File: src/rtl/pwm_pkg.sv
// Shared types and constants for the PWM duty-ramp block.
// Optional mid-ramp retargeting is enabled by defining PWM_RAMP_RETARGET_EN.
package pwm_pkg;

  typedef enum logic [1:0] {
    IDLE      = 2'd0,
    RAMP_UP   = 2'd1,
    RAMP_DOWN = 2'd2
  } ramp_state_t;

  localparam int R_DEF      = 8;
  localparam int RATE_W_DEF = 16;

  function automatic int duty_max(input int r);
    return int'(32'd1 << r);
  endfunction

endpackage

File: src/rtl/ramp_prescaler.sv
// Step-interval counter: raises tick once every rate+1 running clocks and
// holds its count while run is low.
module ramp_prescaler #(
  parameter int RATE_W = 16
) (
  input  logic              clk,
  input  logic              reset,
  input  logic              clear,
  input  logic              run,
  input  logic [RATE_W-1:0] rate,
  output logic              tick
);

  logic [RATE_W-1:0] cnt_r;

  assign tick = run && (cnt_r == rate);

  // Interval counter, wraps to zero on each tick
  always_ff @(posedge clk) begin
    if (reset) begin
      cnt_r <= '0;
    end else if (clear) begin
      cnt_r <= '0;
    end else if (run) begin
      if (tick) begin
        cnt_r <= '0;
      end else begin
        cnt_r <= cnt_r + {{(RATE_W-1){1'b0}}, 1'b1};
      end
    end else begin
      cnt_r <= cnt_r;
    end
  end

endmodule

File: src/rtl/pwm_duty_ramp.sv
// Slews a registered PWM duty toward a handshaked target by a programmable step
// per programmable interval. Define PWM_RAMP_RETARGET_EN to accept targets mid-ramp.
module pwm_duty_ramp
  import pwm_pkg::*;
#(
  parameter int R      = R_DEF,
  parameter int RATE_W = RATE_W_DEF
) (
  input  logic              clk,
  input  logic              reset,
  input  logic              enable,
  input  logic [R:0]        target,
  input  logic              target_valid,
  output logic              target_ready,
  input  logic [R:0]        step,
  input  logic [RATE_W-1:0] rate,
  output logic [R:0]        duty,
  output logic              busy,
  output logic              done
);

  localparam logic [R:0] DMAX = (R+1)'(duty_max(R));
  localparam logic [R:0] ONE  = {{R{1'b0}}, 1'b1};

  ramp_state_t       state_r;
  logic [R:0]        tgt_r;
  logic [R:0]        step_r;
  logic [RATE_W-1:0] rate_r;
  logic [R:0]        duty_r;
  logic              busy_r;
  logic              done_r;

  logic              accept_s;
  logic              run_s;
  logic              tick_s;
  logic [R:0]        tgt_clamp_s;
  logic [R:0]        step_eff_s;
  logic [R+1:0]      diff_up_s;
  logic [R+1:0]      diff_dn_s;

`ifdef PWM_RAMP_RETARGET_EN
  assign target_ready = enable;
`else
  assign target_ready = enable && (state_r == IDLE);
`endif

  assign accept_s = target_valid && target_ready;
  assign run_s    = enable && (state_r != IDLE);
  assign duty     = duty_r;
  assign busy     = busy_r;
  assign done     = done_r;

  // Clamp, zero-step substitution and widened distance to target
  always_comb begin
    tgt_clamp_s = target;
    step_eff_s  = step_r;
    if (target > DMAX) begin
      tgt_clamp_s = DMAX;
    end else begin
      tgt_clamp_s = target;
    end
    if (step_r == {(R+1){1'b0}}) begin
      step_eff_s = ONE;
    end else begin
      step_eff_s = step_r;
    end
    diff_up_s = {1'b0, tgt_r} - {1'b0, duty_r};
    diff_dn_s = {1'b0, duty_r} - {1'b0, tgt_r};
  end

  ramp_prescaler #(.RATE_W(RATE_W)) u_prescaler (
    .clk   (clk),
    .reset (reset),
    .clear (accept_s),
    .run   (run_s),
    .rate  (rate_r),
    .tick  (tick_s)
  );

  // Ramp FSM; an accepted target takes priority over a pending tick
  always_ff @(posedge clk) begin
    if (reset) begin
      state_r <= IDLE;
      tgt_r   <= '0;
      step_r  <= '0;
      rate_r  <= '0;
      duty_r  <= '0;
      busy_r  <= 1'b0;
      done_r  <= 1'b0;
    end else begin
      done_r <= 1'b0;
      if (accept_s) begin
        tgt_r  <= tgt_clamp_s;
        step_r <= step;
        rate_r <= rate;
        if (tgt_clamp_s > duty_r) begin
          state_r <= RAMP_UP;
          busy_r  <= 1'b1;
        end else if (tgt_clamp_s < duty_r) begin
          state_r <= RAMP_DOWN;
          busy_r  <= 1'b1;
        end else begin
          state_r <= IDLE;
          busy_r  <= 1'b0;
          done_r  <= 1'b1;
        end
      end else if (tick_s) begin
        case (state_r)
          RAMP_UP: begin
            // Final step lands exactly on the target, never beyond it
            if (diff_up_s <= {1'b0, step_eff_s}) begin
              duty_r  <= tgt_r;
              state_r <= IDLE;
              busy_r  <= 1'b0;
              done_r  <= 1'b1;
            end else begin
              duty_r <= duty_r + step_eff_s;
            end
          end
          RAMP_DOWN: begin
            if (diff_dn_s <= {1'b0, step_eff_s}) begin
              duty_r  <= tgt_r;
              state_r <= IDLE;
              busy_r  <= 1'b0;
              done_r  <= 1'b1;
            end else begin
              duty_r <= duty_r - step_eff_s;
            end
          end
          default: begin
            state_r <= IDLE;
            busy_r  <= 1'b0;
          end
        endcase
      end else begin
        state_r <= state_r;
      end
    end
  end

endmodule

File: config.mk
export PLATFORM = sky130hd
export DESIGN_NAME = pwm_duty_ramp
export DESIGN_NICKNAME = d
export VERILOG_FILES = /design/src/rtl/pwm_pkg.sv /design/src/rtl/ramp_prescaler.sv /design/src/rtl/pwm_duty_ramp.sv
export SDC_FILE = /design/constraint.sdc
export NUM_CORES = 1
export LEC_CHECK = 0
export CORE_UTILIZATION = 30
export CTS_BUF_LIST = sky130_fd_sc_hd__clkbuf_8
export DETAILED_ROUTE_END_ITERATION = 12
export HOLD_SLACK_MARGIN = 0.03
export REMOVE_ABC_BUFFERS = 1
export SLEW_MARGIN = 10
export SYNTH_ARGS = -nofsm -noshare
export SYNTH_HDL_FRONTEND = slang
export SYNTH_HIERARCHICAL = 1
export SYNTH_SLANG_ARGS = --single-unit
File: constraint.sdc
create_clock -name clk -period 3.5 [get_ports clk]
set_clock_uncertainty 0.1 [all_clocks]
set_input_delay 0.525 -clock clk [delete_from_list [all_inputs] [get_ports clk]]
set_output_delay 0.525 -clock clk [all_outputs]
set_load 0.01 [all_outputs]
== Yosys cells after proc, flatten, opt, wreduce, memory -nomap -nowiden ==
Cells that the tools add are included.

* Bits in registers: 63
* Output and inout bits: 12
* Word-level logic and storage cells: 63

* $add $sub $neg: 5
* Magnitude comparators: 5
* Equality and inequality tests: 5
* Muxes and demuxes: 27
* Bitwise gates (word level): 1
* Reductions and logical operators: 12

{| class="wikitable"
|+ Operator list
! operator !! number
|-
| $mux 9 || 4
|-
| $le 10x9->1 || 2
|-
| $sub 9x9->10 || 2
|-
| $pmux 9 s2 || 1
|-
| $add 16x1->16 const B || 1
|-
| $eq 16x16->1 || 1
|-
| $mux 16 || 1
|-
| $mux 1 || 12
|-
| $mux 2 || 6
|-
| $add 9x9->9 || 1
|-
| $gt 9x9->1 || 1
|-
| $gt 9x9->1 const B || 1
|-
| $logic_not 9->1 || 1
|-
| $lt 9x9->1 || 1
|-
| $sub 9x9->9 || 1
|-
| $ne 3x3->1 const B || 2
|-
| $reduce_and 3->1 || 2
|-
| $reduce_bool 2->1 || 3
|-
| $logic_and 1x1->1 || 4
|-
| $pmux 1 s2 || 2
|-
| $pmux 2 s2 || 1
|-
| $eq 2x1->1 const B || 1
|-
| $eq 2x2->1 const B || 1
|-
| $logic_not 2->1 || 1
|-
| other kinds (2) || 2
|}

== Depth between registers and ports, before layout ==
Gate-level depths: netlist of the first run.

* Depth after elaboration: 7
* Gate-level depth with buffers: 19
* Depth with buffers taken out: 18

== Cells and area by module ==
The synthesis of the first run kept the hierarchy.

{| class="wikitable"
|+ By module, submodules not included
! module !! instances !! cells each !! area each (µm²)
|-
| pwm_duty_ramp || 1 || 526 || 4116.4
|-
| ramp_prescaler || 1 || 113 || 1028.5
|}

== Least setup slack after synthesis of the first run ==
Ideal clock, no wire load.

* Path type: flip-flop to flip-flop
* Start point: register duty_r[1] (netlist: duty[1])
* End point: register duty_r[0] (netlist: duty[0])
* Arrival: 3.848 ns
* Setup slack: -0.536 ns
* Stages on the path, launching flop included: 19
* Buffers on the path: 1
* Cell sequence: dfxtp_1 inv_1 ha_1 nor2b_1 o31a_1 o21a_1 nor2_1 o21bai_1 a21oi_1 xnor2_1 ha_1 a22o_1 nor4_1 o221ai_1 a22o_1 buf_6 mux2i_4 mux2_2 o31ai_1

* Cells in the longest elaborated chain, start to end: 4
* Elaborated cells on any way between the ends: 7
* Classes of those cells: 2 x add/sub; 2 x order compare; 3 x mux

{| class="wikitable"
|+ RTL lines
! item !! line !! RTL
|-
| start, declared || pwm_duty_ramp.sv:29 || <nowiki>logic [R:0] duty_r;</nowiki>
|-
| start signal, assigned || pwm_duty_ramp.sv:112 || <nowiki>duty_r <= tgt_r;</nowiki>
|-
| start signal, assigned || pwm_duty_ramp.sv:117 || <nowiki>duty_r <= duty_r + step_eff_s;</nowiki>
|-
| start signal, assigned || pwm_duty_ramp.sv:122 || <nowiki>duty_r <= tgt_r;</nowiki>
|-
| $sub 9x9->10, on equally long branches || pwm_duty_ramp.sv:68, pwm_duty_ramp.sv:67 ||
|-
| $le 10x9->1, on equally long branches || pwm_duty_ramp.sv:121, pwm_duty_ramp.sv:111 ||
|-
| $mux 9, on equally long branches || pwm_duty_ramp.sv:121, pwm_duty_ramp.sv:111 ||
|-
| $pmux 9 s2 (*) || pwm_duty_ramp.sv:108 || <nowiki>case (state_r)</nowiki>
|}

Mark *: on every way between the ends. The rest lies on a longest branch, timed or not.
A chain may end at the register's enable or synchronous reset.

== Worst setup path in the final report of the first run ==
* Start point: register duty_r[0] (netlist: duty[0])
* End point: register duty_r[4] (netlist: duty[4])

Same word-level chain as after synthesis.

==> impl_results.md, run 1 <==
- Tot Pwr: 2530 µW
- Maximum buffer depth of the clock tree: 2
- Final Wtd Congestion: roughly 0.85
- Total die area: about 0.018 mm²
- Largest net degree at the start of global routing: 50
- CTS Hold Bufs: 0
- Initial DRC Count: between 200 and 300
- Core box area: 0.0166 mm²
- CTS tree: yes
- Critical path endpoint category: register
- Leakage: 0.00278 µW
- Final Hold Viols: 0
- Ant. Diodes: 0
- Synthesis Warnings: 6
- Row cnt: 47
- Status: finished with violations
- RSZ-0062 raised after global routing: yes
- Failing checks: setup timing
- P&R area growth vs syn: 32.0%
- Yosys reg bits: 63
- Top-level port count: 50
- Clock-pin slew on the worst setup and hold paths: 80 ps
- Slew Viols, Final: 0
- Total grt overflow: 0
- FF-to-FF Start: duty[0]$_SDFFE_PP0P_
- H-tree lvl count: 3
- CTS root buffer: clkbuf_8
- CP required: 3670 ps
- DP Area: between 0.006 and 0.007 mm²
- Synthesized area: 0.00514 mm²
- Remaining antenna violation count: 0
- Crit Path Category: reg2reg
- DP HPWL: 11.2 mm
- Hold Crit Class: reg2reg
- Die Height: 133 µm
- Vias in the first global route: 4610
- Total track usage: 17.1%
- DR WL/cell: 15.3 µm
- Global-route wire length before repair: 23.9 mm
- Nets: 839
- Initial DRT Pass Iterations: 5
- Max Cap Viol: 0
- Die X: 133 µm
- Setup_tns: -1940 ps
- Clk sink count: 63
- Top cell type's share of synthesized area: ~25%
- Fin util: 40.8%
- Clock Latency Late Sink: ~350 ps
- Worst setup SP type: register
- Post-synth EDFFs: 0
- Post-synth ARST share: 0%
- Drt total wl: around 15 mm
- Post-route DRC: 0
- PwrDens: approximately 370 mW/mm²
- Clock power share: a little under a third
- Sequential share of power: 29.9%
- Logic gate share of total power: between 30 and 40%
- Synth unique cells: 69
- Min-Delay Startpoint: rate_r[5]$_SDFFE_PP0P_
- Worst Setup SP: duty[0]$_SDFFE_PP0P_
- Crit path max fanout: 4
- Fin crit share: 106%
- Final non-filler cell area: 0.00679 mm²
- Top cell type by total area after synthesis: dfxtp_1
- Worst slew pin tran: 634 ps
- Vias post-DR: 4756
- Final setup viols: 13
- Syn Area/Cell: 8.05 µm²
- Worst vdd ir: 0.000262 V
- Initial antenna violation count: 0
- Fin crit period: 3710 ps
- Sw Ratio: 32.0%
- Layout cells sized above 1: 20.7%
- Share of the yosys chip area belonging to registers: 24.5%
- Pint: 1720 µW
- Initial core utilization: approximately 31%
- Via density: around 5
- Ys flop type: dfxtp_1
- CP arrival: 3880 ps
- Top area cells in the synthesized netlist: dfxtp_1 (25%), ha_1 (16%), a21oi_1 (6.1%)
- IO Port Bufs: between 40 and 50
- Worst slew margin: 57.8%
- Syn Inst Count: 639
- Worst setup margin: -215 ps
- Pre-CTS setup slack: -411 ps
- P_sw: ~800 µW
- F_max: 269 MHz
- TritonCTS Buffers: 9
[final cells by class]
type	count	area (µm²)
clock buffer	9	124
clock inverter	7	113
fill	1705	9850
inverter	46	175
multi-input combinational	492	3750
sequential	63	1270
tap	220	275
timing repair buffer	121	1080
[critical path: stages (launching register included)]
cell and delay [ps]:
dfxtp_4 360, buf_6 100, inv_4 30, ha_4 170
fa_2 390, nor2b_1 140, o21ai_1 70, nand2b_1 130
buf_6 130, xnor2_2 60, ha_1 310, nand4_1 110
o221a_2 280, o32ai_4 370, mux2i_4 170, buf_6 160
a221o_1 340, a221oi_2 200
[cells by family after synthesis]
group                      synth area share, %
and+or+nand+nor                           21.7
AOI/OAI and AO/OA                         19.1
buffers and inverters                     7.27
adders and majority gates                 17.1
DFF                                       24.5
xor gates and xnor gates                  9.02
muxes                                     1.24
[power by group through the flow]
stage,clock (µW),sequential (µW),combinational (µW)
5_1_grt,817,761,1090
2_1_floorplan,0,771,516
3_5_place_dp,0,774,856
3_3_place_gp,0,774,854
4_1_cts,786,758,927
6_report,770,758,1010
[repair_timing]
| item | CTS | global route |
|---|---|---|
| buffers inserted | 3 | 4 |
| pin swaps | 17 | 31 |
| setup endpoints to repair | 13 | 13 |
| resized for setup | 35 | 35 |
| hold endpoints to repair | 0 | 0 |
[per-stage QoR]
step	std cells	hold slack, ps
final	958	367
after global placement	935	358
after global routing	958	388
after CTS	954	373
after floorplan	601	330
after detailed placement	935	363
[path summary, 6_finish.rpt]
path / end / slack (ps) / cells past startpoint
max: duty[4]$_SDFFE_PP0P_ / -210 / 17
min: rate_r[5]$_SDFFE_PP0P_ / 370 / 2
max reg2reg: duty[4]$_SDFFE_PP0P_ / -210 / 17
min reg2reg: rate_r[5]$_SDFFE_PP0P_ / 370 / 2
[synthesized netlist by cell type (3+ instances only)]
library cell / instances
o21ai_0: 15
inv_1: 46
xor2_1: 26
nand2b_1: 10
a211oi_1: 5
a21o_1: 5
and2_1: 3
dfxtp_1: 63
nand3_1: 8
clkbuf_1: 22
nand2_1: 82
a22o_1: 3
or3_1: 3
o31a_1: 3
a221oi_1: 4
nor3_1: 14
a21oi_1: 63
nor3_2: 9
nor2_1: 38
buf_2: 3
nand3b_1: 3
xnor2_1: 27
nor2b_1: 18
o21bai_1: 5
nand4_1: 12
fa_1: 4
buf_6: 4
o21a_1: 10
ha_1: 64
nor4_1: 10
mux2i_1: 3
buf_1: 5
a221o_1: 3
[cells in the final DEF, fill, tap and decap left out, types with 3 or more instances in the layout]
| cell type | n |
|---|---|
| nor4_1 | 8 |
| dfxtp_2 | 4 |
| nor3_1 | 13 |
| buf_6 | 10 |
| bufinv_16 | 3 |
| inv_1 | 43 |
| nor2b_1 | 16 |
| nor2_1 | 36 |
| o31a_1 | 3 |
| a21oi_1 | 58 |
| clkbuf_8 | 9 |
| ha_4 | 5 |
| a21oi_2 | 5 |
| a221oi_4 | 3 |
| clkdlybuf4s50_1 | 48 |
| nand4_1 | 12 |
| inv_2 | 3 |
| xor2_1 | 26 |
| o21ai_0 | 13 |
| nand2_1 | 82 |
| mux2i_1 | 3 |
| xnor2_1 | 26 |
| nor3_2 | 10 |
| ha_1 | 57 |
| dfxtp_1 | 57 |
| a21o_1 | 5 |
| nand2b_1 | 9 |
| o21a_1 | 10 |
| nand3b_1 | 3 |
| a221o_1 | 3 |
| buf_4 | 60 |
| a211oi_1 | 5 |
| o21bai_1 | 5 |
| nand3_1 | 7 |
[state kept, by name, summed over array words and instances, names as in the netlist]
register           count
busy                   1
step_r                 9
rate_r                16
u_prescaler/cnt_r     16
tgt_r                  9
state_r                2
duty                   9
done                   1
[routing by layer]
layer	routed length [µm]	global-route usage, %	vias up
met3	455	2.45	20
met5	0	0	-
met2	6620	26.8	109
li1	-	-	2413
met4	314	6.39	0
met1	7300	23.7	2214
No activity file was read; power rests on OpenSTA's default activity.
==> run 2, diff against run 1 <==
--- a/config.mk
+++ b/config.mk
@@ -5,10 +5,11 @@
 export SDC_FILE = /design/constraint.sdc
 export NUM_CORES = 1
 export LEC_CHECK = 0
-export CORE_UTILIZATION = 30
+export CORE_UTILIZATION = 53
 export CTS_BUF_LIST = sky130_fd_sc_hd__clkbuf_8
 export DETAILED_ROUTE_END_ITERATION = 12
 export HOLD_SLACK_MARGIN = 0.03
+export PLACE_DENSITY = 0.78
 export REMOVE_ABC_BUFFERS = 1
 export SLEW_MARGIN = 10
 export SYNTH_ARGS = -nofsm -noshare
==> impl_results.md, run 2 (synthesized netlist as in run 1, its figures left out) <==
- Status: finished with violations
- Failing checks: setup timing
- Maximum buffer depth of the clock tree: 2
- Final hold slack: 370 ps
- Crit path cell chain: inv_1 > ha_2 > inv_1 > fa_2 > a21o_1 > a21oi_1 > buf_4 > o21bai_1 > a21oi_1 > xnor2_1 > ha_1 > a22o_1 > nor4_1 > o221ai_1 > a22o_2 > and2_4 > a222oi_1 > a211oi_1
- Crit Path Category: reg2reg
- H-tree lvl count: 3
- CP max-delay cell: a222oi_1
- Die Height: about 100 µm
- Vias post-DR: 4945
- R2R Setup Slk: -370 ps
- Total die area: 0.0101 mm²
- Largest net degree at the start of global routing: 38
- Final setup viols: 13
- PwrDens: ~380 mW/mm²
- DR WL/cell: 17.0 µm
- Drt total wl: 14.6 mm
- Crit path max fanout: 6
- Initial DRC Count: 352
- CTS tree: yes
- IO Port Bufs: 49
- Initial DRT Pass Iterations: 5
- Fin crit period: 3870 ps
- Leakage: 0.00269 µW
- Clock Latency Late Sink: 350 ps
- Setup_tns: -3550 ps
- Most common cell after layout, fill and taps aside: nand2_1
- P&R area growth vs syn: 25.5%
- F_max: between 200 and 300 MHz
- Clk sink count: 63
- Slew Viols, Final: 0
- CP required: 3580 ps
- CTS root buffer: clkbuf_8
- Final Wtd Congestion: 0.946
- TritonCTS Buffers: 9
- Hold Crit Class: reg2reg
- CTS Hold Bufs: 0
- Remaining antenna violation count: 0
- Layout cells sized above 1: 18.1%
- Worst vdd ir: 0.000265 V
- Final Hold Viols: 0
- CP arrival: 3950 ps
- Die X: 101 µm
- Vias in the first global route: approximately 4800
- DP HPWL: between 10 and 15 mm
- Worst setup SP type: register
- Delay-heaviest family, CP: compound AO/OA/AOI/OAI gates
- Clock-pin slew on the worst setup and hold paths: 70 ps
- Initial core utilization: a little under three fifths
- Worst slew pin tran: 820 ps
- Post-route DRC: 0
- Ant. Diodes: 0
- CP bufs+invs: 3
- Total track usage: 29.5%
- Critical path endpoint category: register
- Fin crit share: 111%
- Initial antenna violation count: 0
- Top-level port count: 50
- Tot Pwr: between 2000 and 2500 µW
- Worst slew margin: 45.3%
- Global-route wire length before repair: 23.3 mm
- Nets: 831
- Row cnt: 35
- RSZ-0062 raised after global routing: yes
- Worst setup margin: -369 ps
- Most frequent cells in the layout: nand2_1 (82), buf_4 (60), a21oi_1 (59), dfxtp_1 (59), ha_1 (58)
- Core box area: 0.00933 mm²
- Total grt overflow: 0
- Via density: 5.76
- Largest stage delay, worst path: 360 ps
- Max Cap Viol: 0
- Biggest regs: rate_r: 16 flops, u_prescaler/cnt_r: 16 flops
==> run 2: cell count changes in the layout (fill, tap and decap cells not counted), sizes merged <==
| cell | before | now |
|---|---|---|
| buf | 73 | 65 |
| clkbuf | 9 | 10 |
| clkinv | 3 | 0 |
| clkinvlp | 0 | 3 |
| bufinv | 3 | 2 |
==> run 2: layout make-up <==
class | instances | area (µm²)
flip-flops and latches | 63 | 1270
repair buffers | 113 | 981
well taps | 129 | 161
fillers | 756 | 2870
clock buffers | 10 | 138
inverters | 46 | 173
clock inverters | 6 | 91.3
multi-input cells | 492 | 3650
==> run 2: repair_timing <==
| item | in CTS | in global routing |
|---|---|---|
| buffers inserted | 6 | 2 |
| resized for setup | 24 | 14 |
| setup endpoints to repair | 13 | 13 |
| pin swaps | 12 | 9 |
==> run 2: metal layers <==
layer | track usage (%) | vias to the layer above | part of all wire [%]
li1 | - | 2396 | -
met2 | 48.7 | 180 | 47
met4 | 8.03 | 0 | 1.7
met3 | 3.81 | 27 | 5.2
met5 | 0 | - | 0
met1 | 40.3 | 2342 | 46
==> run 2: stage by stage <==
| stage | setup WS, ps | area [µm²] | std cells | utilization [%] |
|---|---|---|---|---|
| after floorplan | -553 | 4940 | 601 | - |
| after global placement | -320 | 6010 | 835 | 64.4 |
| after detailed placement | -428 | 6010 | 835 | 64.4 |
| after CTS | -264 | 6380 | 857 | 68.5 |
| after global routing | -497 | 6460 | 859 | 69.2 |
| final | -369 | 6460 | 859 | 69.2 |
==> run 2: worst paths after layout <==
kind | from | to | cells after the start
worst max-delay path | tgt_r[0]$_SDFFE_PP0P_ | duty[1]$_SDFFE_PP0P_ | 18
worst min-delay path | rate_r[6]$_SDFFE_PP0P_ | rate_r[6]$_SDFFE_PP0P_ | 2
worst max register to register | tgt_r[0]$_SDFFE_PP0P_ | duty[1]$_SDFFE_PP0P_ | 18
worst min register to register | rate_r[6]$_SDFFE_PP0P_ | rate_r[6]$_SDFFE_PP0P_ | 2
==> run 2: power breakdown <==
part	leakage (µW)	internal, µW	switching (µW)
logic	0.00207	490	467
registers	0.000513	739	22.6
clock network	0.000105	423	317
==> run 2: worst register-to-register path: cells and delay by family, from the launching register on <==
| kind | cells | cell delay, ps |
|---|---|---|
| DFF | 1 | 310 |
| adders and majority gates | 3 | 750 |
| xor gates and xnor gates | 1 | 100 |
| buffers and inverters | 3 | 300 |
| AOI/OAI and AO/OA | 9 | 1750 |
| and+or+nand+nor | 2 | 390 |
==> run 3, diff against run 2 <==
--- a/config.mk
+++ b/config.mk
@@ -7,6 +7,7 @@
 export LEC_CHECK = 0
 export CORE_UTILIZATION = 53
 export CTS_BUF_LIST = sky130_fd_sc_hd__clkbuf_8
+export CTS_CLUSTER_SIZE = 10
 export DETAILED_ROUTE_END_ITERATION = 12
 export HOLD_SLACK_MARGIN = 0.03
 export PLACE_DENSITY = 0.78
==> results of run 3 <==
The final DEF is identical to that of run 2; final timing and power are the same.
